===== src/rtl/stage_event_sequencer_if.sv =====
// Game-logic to transition-controller bundle for stage_event_sequencer.
// The game/physics side drives the master modport and the sequencer drives the slave modport.
interface stage_event_sequencer_if;
  logic        frame_tick;
  logic [9:0]  player_x;
  logic [8:0]  player_y;
  logic        player_dead;
  logic        goal_reached;
  logic        rstn_in;
  logic [1:0]  over;
  logic [9:0]  cx;
  logic [8:0]  cy;
  logic [2:0]  lives;
  logic        freeze;
  logic        game_over;
  logic [14:0] time_left;

  modport master (
    output frame_tick, player_x, player_y, player_dead, goal_reached, rstn_in,
    input  over, cx, cy, lives, freeze, game_over, time_left
  );

  modport slave (
    input  frame_tick, player_x, player_y, player_dead, goal_reached, rstn_in,
    output over, cx, cy, lives, freeze, game_over, time_left
  );
endinterface


===== src/rtl/stage_event_sequencer.sv =====
// Turns death and goal events into iris-wipe requests, and tracks lives and game-over.
// Optional stage timer: define STAGE_TIMER_EN to build it; otherwise time_left is tied to 0.
module stage_event_sequencer #(
  parameter int unsigned LIVES_INIT   = 3,
  parameter int unsigned DEATH_FRAMES = 60,
  parameter int unsigned SPRITE_W     = 16,
  parameter int unsigned SPRITE_H     = 16,
  parameter int unsigned STAGE_FRAMES = 18000
) (
  input  logic                    clk,
  input  logic                    rst,
  stage_event_sequencer_if.slave  bus
);

  typedef enum logic [2:0] {
    S_PLAY      = 3'd0,
    S_DYING     = 3'd1,
    S_WIPE      = 3'd2,
    S_RESYNC    = 3'd3,
    S_GAME_OVER = 3'd4
  } state_t;

  localparam logic [9:0]  CX_RST     = 10'd320;
  localparam logic [8:0]  CY_RST     = 9'd240;
  localparam logic [10:0] X_MAX      = 11'd639;
  localparam logic [9:0]  Y_MAX      = 10'd479;
  localparam logic [10:0] HALF_W     = 11'(SPRITE_W / 2);
  localparam logic [9:0]  HALF_H     = 10'(SPRITE_H / 2);
  localparam logic [2:0]  LIVES_RST  = 3'(LIVES_INIT);
  localparam logic [15:0] DEATH_LAST = 16'(DEATH_FRAMES - 1);

  function automatic logic [9:0] clamp_cx(input logic [9:0] x);
    logic [10:0] sum;
    sum = {1'b0, x} + HALF_W;
    return (sum > X_MAX) ? X_MAX[9:0] : sum[9:0];
  endfunction

  function automatic logic [8:0] clamp_cy(input logic [8:0] y);
    logic [9:0] sum;
    sum = {1'b0, y} + HALF_H;
    return (sum > Y_MAX) ? Y_MAX[8:0] : sum[8:0];
  endfunction

  state_t      r_state;
  logic [15:0] r_frame_cnt;
  logic [1:0]  r_over;
  logic [9:0]  r_cx;
  logic [8:0]  r_cy;
  logic [2:0]  r_lives;
  logic        r_freeze;
  logic        r_game_over;
  logic [9:0]  w_cx;
  logic [8:0]  w_cy;
  logic        w_expire;
  logic        w_death;

  assign w_cx = clamp_cx(bus.player_x);
  assign w_cy = clamp_cy(bus.player_y);

`ifdef STAGE_TIMER_EN
  localparam logic [14:0] TIME_RST = 15'(STAGE_FRAMES);
  logic [14:0] r_time_left;

  // Timer expiry is the frame tick that takes time_left from 1 to 0 during play.
  always_comb begin
    w_expire = 1'b0;
    if ((r_state == S_PLAY) && bus.frame_tick && (r_time_left == 15'd1)) begin
      w_expire = 1'b1;
    end else begin
      w_expire = 1'b0;
    end
  end

  // Stage timer: counts down only in PLAY, reloads when play resumes after a wipe.
  always_ff @(posedge clk) begin
    if (rst) begin
      r_time_left <= TIME_RST;
    end else if ((r_state == S_PLAY) && bus.frame_tick && (r_time_left != 15'd0)) begin
      r_time_left <= r_time_left - 15'd1;
    end else if ((r_state == S_RESYNC) && bus.rstn_in && (r_lives != 3'd0)) begin
      r_time_left <= TIME_RST;
    end else begin
      r_time_left <= r_time_left;
    end
  end

  assign bus.time_left = r_time_left;
`else
  logic [14:0] w_unused_stage;
  assign w_unused_stage = 15'(STAGE_FRAMES);
  assign w_expire       = 1'b0;
  assign bus.time_left  = 15'd0;
`endif

  assign w_death = bus.player_dead | w_expire;

  // Sequencer FSM; every output is a register updated here.
  always_ff @(posedge clk) begin
    if (rst) begin
      r_state     <= S_PLAY;
      r_frame_cnt <= 16'd0;
      r_over      <= 2'b00;
      r_cx        <= CX_RST;
      r_cy        <= CY_RST;
      r_lives     <= LIVES_RST;
      r_freeze    <= 1'b0;
      r_game_over <= 1'b0;
    end else begin
      case (r_state)
        S_PLAY: begin
          // Death (or timer expiry) takes priority over a same-cycle goal.
          if (w_death) begin
            r_state     <= S_DYING;
            r_frame_cnt <= 16'd0;
            r_lives     <= (r_lives == 3'd0) ? 3'd0 : (r_lives - 3'd1);
            r_freeze    <= 1'b1;
            r_cx        <= w_cx;
            r_cy        <= w_cy;
          end else if (bus.goal_reached) begin
            r_state  <= S_WIPE;
            r_over   <= 2'b11;
            r_freeze <= 1'b1;
            r_cx     <= w_cx;
            r_cy     <= w_cy;
          end else begin
            r_freeze <= 1'b0;
          end
        end
        S_DYING: begin
          if (bus.frame_tick) begin
            if (r_frame_cnt == DEATH_LAST) begin
              r_state <= S_WIPE;
              r_over  <= 2'b10;
            end else begin
              r_frame_cnt <= r_frame_cnt + 16'd1;
            end
          end
        end
        S_WIPE: begin
          if (!bus.rstn_in) begin
            r_state <= S_RESYNC;
            r_over  <= 2'b00;
          end
        end
        S_RESYNC: begin
          if (bus.rstn_in) begin
            if (r_lives == 3'd0) begin
              r_state     <= S_GAME_OVER;
              r_game_over <= 1'b1;
            end else begin
              r_state  <= S_PLAY;
              r_freeze <= 1'b0;
            end
          end
        end
        S_GAME_OVER: begin
          r_over      <= 2'b00;
          r_freeze    <= 1'b1;
          r_game_over <= 1'b1;
        end
        default: begin
          r_state  <= S_PLAY;
          r_over   <= 2'b00;
          r_freeze <= 1'b0;
        end
      endcase
    end
  end

  assign bus.over      = r_over;
  assign bus.cx        = r_cx;
  assign bus.cy        = r_cy;
  assign bus.lives     = r_lives;
  assign bus.freeze    = r_freeze;
  assign bus.game_over = r_game_over;

endmodule


===== src/flat_wrapper.sv =====
// flat-port wrapper written by rule: the top's interface ports become plain ports
module stage_event_sequencer_flat 
#(
  parameter int unsigned LIVES_INIT   = 3,
  parameter int unsigned DEATH_FRAMES = 60,
  parameter int unsigned SPRITE_W     = 16,
  parameter int unsigned SPRITE_H     = 16,
  parameter int unsigned STAGE_FRAMES = 18000
)
  (clk, rst, bus_frame_tick, bus_player_x, bus_player_y, bus_player_dead, bus_goal_reached, bus_rstn_in, bus_over, bus_cx, bus_cy, bus_lives, bus_freeze, bus_game_over, bus_time_left);
  stage_event_sequencer_if bus_i ();
  input  logic clk;
  input  logic rst;
  input wire logic [$bits(bus_i.frame_tick)-1:0] bus_frame_tick;
  input wire logic [$bits(bus_i.player_x)-1:0] bus_player_x;
  input wire logic [$bits(bus_i.player_y)-1:0] bus_player_y;
  input wire logic [$bits(bus_i.player_dead)-1:0] bus_player_dead;
  input wire logic [$bits(bus_i.goal_reached)-1:0] bus_goal_reached;
  input wire logic [$bits(bus_i.rstn_in)-1:0] bus_rstn_in;
  output wire logic [$bits(bus_i.over)-1:0] bus_over;
  output wire logic [$bits(bus_i.cx)-1:0] bus_cx;
  output wire logic [$bits(bus_i.cy)-1:0] bus_cy;
  output wire logic [$bits(bus_i.lives)-1:0] bus_lives;
  output wire logic [$bits(bus_i.freeze)-1:0] bus_freeze;
  output wire logic [$bits(bus_i.game_over)-1:0] bus_game_over;
  output wire logic [$bits(bus_i.time_left)-1:0] bus_time_left;
  assign bus_i.frame_tick = bus_frame_tick;
  assign bus_i.player_x = bus_player_x;
  assign bus_i.player_y = bus_player_y;
  assign bus_i.player_dead = bus_player_dead;
  assign bus_i.goal_reached = bus_goal_reached;
  assign bus_i.rstn_in = bus_rstn_in;
  assign bus_over = bus_i.over;
  assign bus_cx = bus_i.cx;
  assign bus_cy = bus_i.cy;
  assign bus_lives = bus_i.lives;
  assign bus_freeze = bus_i.freeze;
  assign bus_game_over = bus_i.game_over;
  assign bus_time_left = bus_i.time_left;
  stage_event_sequencer #(.LIVES_INIT(LIVES_INIT), .DEATH_FRAMES(DEATH_FRAMES), .SPRITE_W(SPRITE_W), .SPRITE_H(SPRITE_H), .STAGE_FRAMES(STAGE_FRAMES)) u_core (.clk(clk), .rst(rst), .bus(bus_i));
endmodule

===== config.mk =====
export PLATFORM = sky130hd
export DESIGN_NAME = stage_event_sequencer_flat
export DESIGN_NICKNAME = d
export VERILOG_FILES = /design/src/rtl/stage_event_sequencer_if.sv /design/src/rtl/stage_event_sequencer.sv /design/src/flat_wrapper.sv
export SDC_FILE = /design/constraint.sdc
export NUM_CORES = 1
export LEC_CHECK = 0
export BUFFER_PORTS_ARGS = -buffer_cell sky130_fd_sc_hd__clkbuf_2
export CORE_AREA = 2 2 108 68
export DETAILED_ROUTE_END_ITERATION = 10
export DIE_AREA = 0 0 110 70
export PLACE_DENSITY = 0.61
export REMOVE_ABC_BUFFERS = 1
export SKIP_CTS_REPAIR_TIMING = 1
export SLEW_MARGIN = 10
export SYNTH_ARGS = -nofsm -noshare
export SYNTH_HDL_FRONTEND = slang
export SYNTH_SLANG_ARGS = --single-unit

===== constraint.sdc =====
create_clock -name clk -period 4.3 [get_ports clk]
set_clock_uncertainty 0.05 [all_clocks]
set_input_delay 0.86 -clock clk [delete_from_list [all_inputs] [get_ports clk]]
set_output_delay 0.86 -clock clk [all_outputs]
set_load 0.03 [all_outputs]

=== Yosys cells after proc, flatten, opt, wreduce, memory -nomap -nowiden ===
Index checks and enable logic that the tools add are counted.

* Word-level logic and storage cells: 79
* Flip-flop bits (word level): 45
* Input port bits: 25

* Order comparisons: 2
* Muxes and demuxes: 33
* Eq/ne operators: 16
* Add/sub/neg operators: 4
* Bitwise operators: 3
* Reduce and logical (&&, ||, !) cells: 13

{| class="wikitable"
|+ Operators with widths
! operator !! number
|-
| $mux W16 || 3
|-
| $pmux W16 S2 || 1
|-
| $mux W10 || 3
|-
| $mux W9 || 3
|-
| $mux W3 || 8
|-
| $add A16 B1 Y16 const B || 1
|-
| $eq A16 B6 Y1 const B || 1
|-
| $ne A2 B2 Y1 const B || 8
|-
| $pmux W3 S5 || 1
|-
| $reduce_and A6 Y1 || 2
|-
| $add A10 B4 Y11 const B || 1
|-
| $gt A11 B10 Y1 const B || 1
|-
| $add A9 B4 Y10 const B || 1
|-
| $gt A10 B9 Y1 const B || 1
|-
| $mux W2 || 5
|-
| $pmux W2 S4 || 1
|-
| $eq A3 B2 Y1 const B || 2
|-
| $logic_not A3 Y1 || 2
|-
| $mux W1 || 6
|-
| $reduce_and A3 Y1 || 2
|-
| $reduce_bool A2 Y1 || 3
|-
| $ne A2 B1 Y1 const B || 2
|-
| $pmux W1 S4 || 1
|-
| $reduce_and A2 Y1 || 2
|-
| other kinds (8) || 10
|}

=== Depth between registers and ports, before layout ===
Gate-level depths: netlist (run 1).

* Depth in word-level cells: 5
* Depth in mapped cells: 7
* Mapped depth without buffers: 7

=== Least setup slack after synthesis (run 1) ===
No wires, ideal clock.

* Kind: input to register
* Start: input port bus_player_y[3]
* End: register u_core.r_cy[0] (netlist: u_core.bus.cy[0])
* Setup time: 0.119 ns
* Data arrival time: 1.854 ns
* Path slack: 2.277 ns
* Required time: 4.131 ns
* Path buffers: 0
* Stages on the path: 5
* Cell sequence: ha_1 nor4bb_1 o2111ai_1 nand3_1 o221a_2

* Cells in the longest elaborated chain, start to end: 5

{| class="wikitable"
|+ RTL lines
! what !! RTL line !! source
|-
| start, declared || flat_wrapper.sv:16 || <nowiki>input wire logic [$bits(bus_i.player_y)-1:0] bus_player_y;</nowiki>
|-
| $add A9 B4 Y10 (*) || stage_event_sequencer.sv:40 || <nowiki>sum = {1'b0, y} + HALF_H;</nowiki>
|-
| $gt A10 B9 Y1 (*) || stage_event_sequencer.sv:41 || <nowiki>return (sum > Y_MAX) ? Y_MAX[8:0] : sum[8:0];</nowiki>
|-
| $mux W9 (*) || stage_event_sequencer.sv:41 ||
|-
| $mux W9 || stage_event_sequencer.sv:119 || <nowiki>end else if (bus.goal_reached) begin</nowiki>
|-
| $mux W9 (*) || stage_event_sequencer.sv:112 || <nowiki>if (w_death) begin</nowiki>
|-
| end signal, assigned || stage_event_sequencer.sv:118 || <nowiki>r_cy <= w_cy;</nowiki>
|-
| end signal, assigned || stage_event_sequencer.sv:124 || <nowiki>r_cy <= w_cy;</nowiki>
|-
| end, declared || stage_event_sequencer.sv:48 || <nowiki>logic [8:0] r_cy;</nowiki>
|}

Mark *: on every way between the ends. The rest lies on a longest branch, timed or not. The select of a mux whose other input is x is not followed.
A chain may end at the register's enable or synchronous reset.

=== Final worst setup path (run 1) ===
* Start: register u_core.r_state[0]
* End: register u_core.r_cy[0] (netlist: u_core.bus.cy[0])

* Cells in the longest elaborated chain, start to end: 2

{| class="wikitable"
|+ RTL lines
! what !! RTL line !! source
|-
| start, declared || stage_event_sequencer.sv:44 || <nowiki>state_t r_state;</nowiki>
|-
| start signal, assigned || stage_event_sequencer.sv:100 || <nowiki>r_state <= S_PLAY;</nowiki>
|-
| start signal, assigned || stage_event_sequencer.sv:113 || <nowiki>r_state <= S_DYING;</nowiki>
|-
| start signal, assigned || stage_event_sequencer.sv:120 || <nowiki>r_state <= S_WIPE;</nowiki>
|-
| $logic_not A3 Y1 || stage_event_sequencer.sv:109 || <nowiki>case (r_state)</nowiki>
|-
| $reduce_and A2 Y1 (no line) || n/a ||
|}

Every way passes these cells.

==> qor.yml, run 1 <==
setup_path:
  reg2reg_depth: 4
  r2r_end: "u_core.bus.cy[0]"
  worstSetupStartpointType: "flop"
  crit_arrival_ns: 2.47
  cp_cell_sequence: "nor3_4, and2_1, nand3_1, o221a_2"
  end_kind: "flop"
  worstPathMaxFanout: 20
  r2r-start: "u_core.r_state[0]"
  reg2reg_slack_ns: 1.98
  cpMaxStageDelayCell: "and2_1"
  crit_required_ns: 4.45
  criticalPathCategory: "flop to flop"
  critPathMaxStageDelay_ns: 0.64
logic_synthesis:
  synth.yosys.seq_area_share_pct: 34.5
  async_flop_share_pct: 0
  syn_avg_cell_area_um2: 8.60
  ys_warn_count: 0
  synthDistinctLibCells: 62
  synth_enable_flop_cells: 0
  ys_ff_latch: 45
  synthFlopType: "dfxtp_1"
  synth_cells: 304
  syn_area_um2: 2610
global_route:
  grt_usage_pct: 16.9
  antenna_found_initial: 0
  grt_pass1_vias: 2063
  grt-ovfl-total: 0
  grt_max_degree: 23
  grt_pass1_wl_mm: 10.3
timing:
  setup_viol: 0
  finalCriticalPeriod_ns: 2.32
  fmax_ghz: 0.431
  hold_violations: 0
  period_share_pct: 53.9
  grt_setup_unrepaired: "no"
  maxSlewViolCount: 0
  slew_headroom_pct: 53.0
  fin_setup_tns_ns: 0
  worstMarginPinSlew_ns: 0.705
floorplanning:
  coreArea_um2: 6880
  die_w_um: 110
  start_util_pct: 38.0
  ios: 66
  rows: 24
  die_area_um2: 7700
  die_h_um: 70
clock_tree:
  cts_tree: "done"
  clk-insertion-delay-late_ns: 0.30
  cts_sinks: 45
  clockRootBuffer: "clkbuf_8"
  cts.reportedPaths.clkPinSlew_ns: 0.09
  cts_buffers: 5
  clock_path_buffers: 2
  htreeDepth: 2
placement:
  place.gp.congestion: 0.891
  post_dp_cell_area_um2: 2850
  io_buffers: 50
  dp_hpwl_mm: 4.84
final_layout:
  layout-drive-gt1-share_pct: 20.6
  diodes: 0
  syn_to_final_growth_pct: 12.7
  finalNetCount: 379
  design_area_um2: 2950
  fin_util_pct: 42.8
flow_run:
  cap_violations: 0
drt:
  wl_per_cell_um: 14.7
  final_antenna_net_count: 0
  avgViaCountPerCell: 5.43
  wirelength_mm: 6.48
  drc_errors: 0
  route.vias.total: 2389
  first_pass_iters: 4
  drt_iter0_markers: 169
worst_hold_path:
  min_path_cells: 2
  min_to: "u_core.bus.game_over"
  hold_start: "u_core.bus.game_over"
  hold_class: "flop to flop"
power_and_ir_drop:
  power_density_nw_per_um2: 343
  max-vdd-ir-drop_uv: 135
  cellLeakagePower_nw: 1.16
outcome:
  status: "finished clean"
==> cell type report <==
class,instances,area [um2]
fillers,705,3930
multi-input cells,234,1540
flip-flops and latches,45,901
repair buffers,50,250
well taps,91,114
clock buffers,5,68.8
inverters,12,45.0
clock inverters,3,25.0
==> power breakdown <==
part           total, mW  internal (mW)  switching (mW)
Combinational      0.259         0.0815           0.177
Clock              0.276          0.118           0.158
Sequential         0.477          0.449          0.0280
==> cells by family (layout without fill, tap and decap cells) <==
| logic type | Yosys count | after routing | synth area share, % |
|---|---|---|---|
| other cells | 1 | 15 | 0.143 |
| mux | 9 | 9 | 3.69 |
| buf+inv | 39 | 70 | 8.52 |
| compound gates | 78 | 78 | 21.3 |
| fa+ha+maj | 6 | 6 | 2.87 |
| simple gates | 119 | 119 | 26.7 |
| xor+xnor | 7 | 7 | 2.35 |
| flops | 45 | 45 | 34.5 |
==> flip-flops by register name, indices dropped and copies added, names as in the netlist <==
register / flops
u_core.bus.freeze: 1
u_core.bus.game_over: 1
u_core.bus.over: 2
u_core.r_state: 3
u_core.bus.cx: 10
u_core.bus.cy: 9
u_core.bus.lives: 3
u_core.r_frame_cnt: 16
==> synth_stat cells (4+ instances only) <==
cell | count | area (um2)
nor2_1 | 14 | 52.6
or3_1 | 7 | 43.8
dfxtp_1 | 45 | 901
mux2i_1 | 7 | 70.1
nor3_1 | 4 | 20.0
and3_1 | 8 | 50.1
and2_1 | 4 | 25.0
o21ai_0 | 16 | 80.1
buf_4 | 15 | 113
ha_1 | 6 | 75.1
nor4_1 | 4 | 25.0
nand3_1 | 13 | 65.1
nand2_1 | 25 | 93.8
a21oi_1 | 17 | 85.1
clkbuf_1 | 5 | 18.8
inv_1 | 11 | 41.3
xor2_1 | 4 | 35.0
and4_1 | 4 | 35.0
a211oi_1 | 4 | 30.0
o31ai_1 | 4 | 30.0
o311ai_0 | 4 | 35.0
nand4_1 | 13 | 81.3
a221oi_1 | 5 | 43.8
or4_1 | 5 | 37.5
buf_2 | 4 | 20.0
==> worst max-delay path, delay by kind of cell (launching register included) <==
kind	cells	cell delay [ns]
DFF	1	0.52
and+or+nand+nor	3	1.32
AOI/OAI and AO/OA	1	0.32
==> placed cells by master, fill, tap and decap left out, types with 6 or more instances in the layout <==
cell and n:
clkbuf_2 50, dfxtp_1 45, nand2_1 25, a21oi_1 17, o21ai_0 16, conb_1 15
nor2_1 14, nand3_1 13, nand4_1 13, inv_1 11, and3_1 8, or3_1 7
mux2i_1 7, ha_1 6
==> how the worst max path moves through the flow <==
stage                 startpoint                    end  slack, ns
2_1_floorplan    bus_player_y[3]       u_core.bus.cy[0]       2.26
3_3_place_gp                 rst  u_core.r_frame_cnt[3]       1.83
3_5_place_dp                 rst  u_core.r_frame_cnt[3]       1.76
4_1_cts        u_core.r_state[0]       u_core.bus.cy[0]       2.01
5_1_grt        u_core.r_state[0]       u_core.bus.cy[2]       1.81
6_report       u_core.r_state[0]       u_core.bus.cy[0]       1.98
==> metrics by stage <==
stage	hold WS, ns	worst slack (ns)	power [mW]	instances
2_1_floorplan	0.394	2.26	0.660	291
4_1_cts	0.415	2.01	1.02	440
6_report	0.409	1.98	1.01	440
5_1_grt	0.450	1.81	1.06	440
3_5_place_dp	0.401	1.76	0.744	432
3_3_place_gp	0.403	1.83	0.741	432
==> per-layer routing <==
layer  share of wire (%)  up-vias  GRT usage (%)
li1                    -     1212              -
met1                  56     1105           28.3
met2                  38       67           21.6
met3                 5.6        5           3.27
met4                0.62        0           2.95
met5                   0        -              0
(Power assumes the default switching activity.)
==> run 2: changes to the inputs <==
PLACE_DENSITY = 0.63   (was 0.61)
clock period = 1.87 ns   (was 4.3 ns; I/O delays follow)
==> run 2 against run 1 <==
  * Flip-flop and latch count is the same
  * Global-route usage grew 0.38 points
  * Routed wire length grew 1.1%
  * Clock-buffer cell count is the same
  * Worst hold slack lost 0.14 ns
  * Final cell count grew 4.8%
  * Via count grew 4.9%
  * Worst setup slack lost 1.9 ns
  * Clock power grew to 2.8 times the previous value
  * Die area is the same
==> qor.yml, run 2 (synthesized netlist as in run 1, its figures left out) <==
power_and_ir_drop:
  pwr-share-clk_pct: 30.6  # was 27.3%
  cellLeakagePower_nw: 1.28  # was 1.16 nW
  switching_power_mw: 0.861  # was 0.364 mW
  sequentialPowerShare_pct: 42.9  # was 47.1%
  power_density_nw_per_um2: 808  # was 343 nW/um2
  power.share.switching_pct: 34.0  # was 36.0%
  combPwrFrac_pct: 26.5  # was 25.6%
  max-vdd-ir-drop_uv: 549  # was 135 uV
  total_power_mw: 2.53  # was 1.01 mW
  p_int_mw: 1.67  # was 0.648 mW
setup_path:
  r2r-start: "u_core.r_state[1]"  # was u_core.r_state[0]
  worstSetupStartpoint: "u_core.r_state[1]"  # was u_core.r_state[0]
  end_kind: "flop"  # unchanged
  critical-path-top-delay-family: "simple AND/OR/NAND/NOR gates"  # unchanged
  crit_required_ns: 2.02  # was 4.45 ns
  worstSetupStartpointType: "flop"  # unchanged
  critPathMaxStageDelay_ns: 0.44  # was 0.64 ns
  crit_buf_inv: 1  # was 0
  cpMaxStageDelayCell: "dfxtp_1"  # was and2_1
  cp_cell_sequence: "nor3_4, and2_1, buf_4, o21ai_0, a221oi_1"  # was nor3_4, and2_1, nand3_1, o221a_2
  worstPathMaxFanout: 8  # was 20
  criticalPathCategory: "flop to flop"  # unchanged
  crit_arrival_ns: 1.91  # was 2.47 ns
placement:
  placed_cells: 453  # was 432
  place_worst_setup_slack_ns: 0.0255  # was 1.76 ns
  dp_hpwl_mm: 5.02  # was 4.84 mm
  io_buffers: 50  # unchanged
  place.gp.congestion: 0.848  # was 0.891
flow_run:
  cap_violations: 0  # unchanged
timing:
  timing.final.ws_setup_ns: 0.108  # was 1.98 ns
  hold_slack_ns: 0.265  # was 0.409 ns
  hold_violations: 0  # unchanged
  maxSlewViolCount: 0  # unchanged
  grt_setup_unrepaired: "no"  # unchanged
  setup_viol: 0  # unchanged
  fmax_ghz: 0.567  # was 0.431 GHz
  period_share_pct: 94.2  # was 53.9%
  finalCriticalPeriod_ns: 1.76  # was 2.32 ns
clock_tree:
  cts.reportedPaths.clkPinSlew_ns: 0.10  # was 0.09 ns
  clock_path_buffers: 2  # unchanged
  htreeDepth: 2  # unchanged
  cts_tree: "done"  # unchanged
  cts_sinks: 45  # unchanged
  cts_buffers: 5  # unchanged
  clk-insertion-delay-late_ns: 0.31  # was 0.30 ns
  clockRootBuffer: "clkbuf_8"  # unchanged
drt:
  final_antenna_net_count: 0  # unchanged
  avgViaCountPerCell: 5.44  # was 5.43
  drt_iter0_markers: 169  # unchanged
  wl_per_cell_um: 14.2  # was 14.7 um
  first_pass_iters: 4  # unchanged
  drc_errors: 0  # unchanged
  wirelength_mm: 6.55  # was 6.48 mm
  route.vias.total: 2506  # was 2389
final_layout:
  final_common_cell: "clkbuf_2"  # unchanged
  diodes: 0  # unchanged
  final_cell_mix: "clkbuf_2, dfxtp_1, nand2_1"  # unchanged
  syn_to_final_growth_pct: 19.9  # was 12.7%
  instances_no_fill: 461  # was 440
  largest_register_ffs: 16  # unchanged
  finalNetCount: 400  # was 379
  top_register: "u_core.r_frame_cnt"  # unchanged
  layout-drive-gt1-share_pct: 25.7  # was 20.6%
  fin_util_pct: 45.6  # was 42.8%
  fillers: 679  # was 705
floorplanning:
  start_util_pct: 38.0  # unchanged
  ios: 66  # unchanged
  die_area_um2: 7700  # unchanged
  rows: 24  # unchanged
  coreArea_um2: 6880  # unchanged
  die_h_um: 70  # unchanged
  die_w_um: 110  # unchanged
worst_hold_path:
  hold_start: "bus_player_y[3]"  # was u_core.bus.game_over
  hold_class: "input port to flop"  # was flop to flop
global_route:
  grt_pass1_wl_mm: 10.6  # was 10.3 mm
  grt-ovfl-total: 0  # unchanged
  grt_usage_pct: 17.3  # was 16.9%
  grt_max_degree: 19  # was 23
  grt_pass1_vias: 2125  # was 2063
  antenna_found_initial: 0  # unchanged
outcome:
  status: "finished clean"  # unchanged
-- run 2: cell count changes in the layout (fill, tap and decap cells not counted), sizes merged --
cell	previous run	this run
buf	0	21
inv	12	11
bufinv	0	1
-- run 2: power groups by stage --
| stage | logic (mW) | registers [mW] | clock network [mW] |
|---|---|---|---|
| after floorplan | 0.286 | 1.23 | 0 |
| after global placement | 0.660 | 1.10 | 0 |
| after detailed placement | 0.666 | 1.11 | 0 |
| after CTS | 0.669 | 1.08 | 0.784 |
| after global routing | 0.726 | 1.10 | 0.822 |
| final | 0.670 | 1.09 | 0.774 |
-- run 2: path summary, 6_finish.rpt --
path                                to  slack (ns)  depth (start not counted)
hold / removal        u_core.bus.cy[3]        0.27                          2
setup / recovery      u_core.bus.cx[2]        0.11                          5
hold reg to reg   u_core.bus.game_over        0.41                          2
setup reg to reg      u_core.bus.cx[2]        0.11                          5
-- run 2: cell type report --
class,instances,area [um2],area share [%]
Inverter,12,45.0,1.44
Timing Repair Buffer,71,408,13.0
Sequential cell,45,902,28.8
Multi-Input combinational cell,234,1550,49.4
Clock inverter,3,46.3,1.48
Clock buffer,5,68.8,2.20
Tap cell,91,114,3.63
-- run 2: through the flow --
step           setup TNS, ns  area [um2]
6_report                   0        3130
5_1_grt                    0        3130
4_1_cts              -0.0135        3130
3_5_place_dp               0        3010
3_3_place_gp        -0.00136        3010
2_1_floorplan              0        2490
-- run 2: worst register-to-register path: stages, from the launching register on --
cell      delay, ns
dfxtp_1        0.44
nor3_4         0.29
and2_1         0.35
buf_4          0.22
o21ai_0        0.08
a221oi_1       0.23
-- run 2: routing by layer --
metal	GRT usage [%]	vias up	part of all wire (%)
met5	0	-	0
met4	4.22	0	1.2
met3	3.17	9	7.4
met2	21.8	84	39
met1	28.8	1156	52
li1	-	1257	-
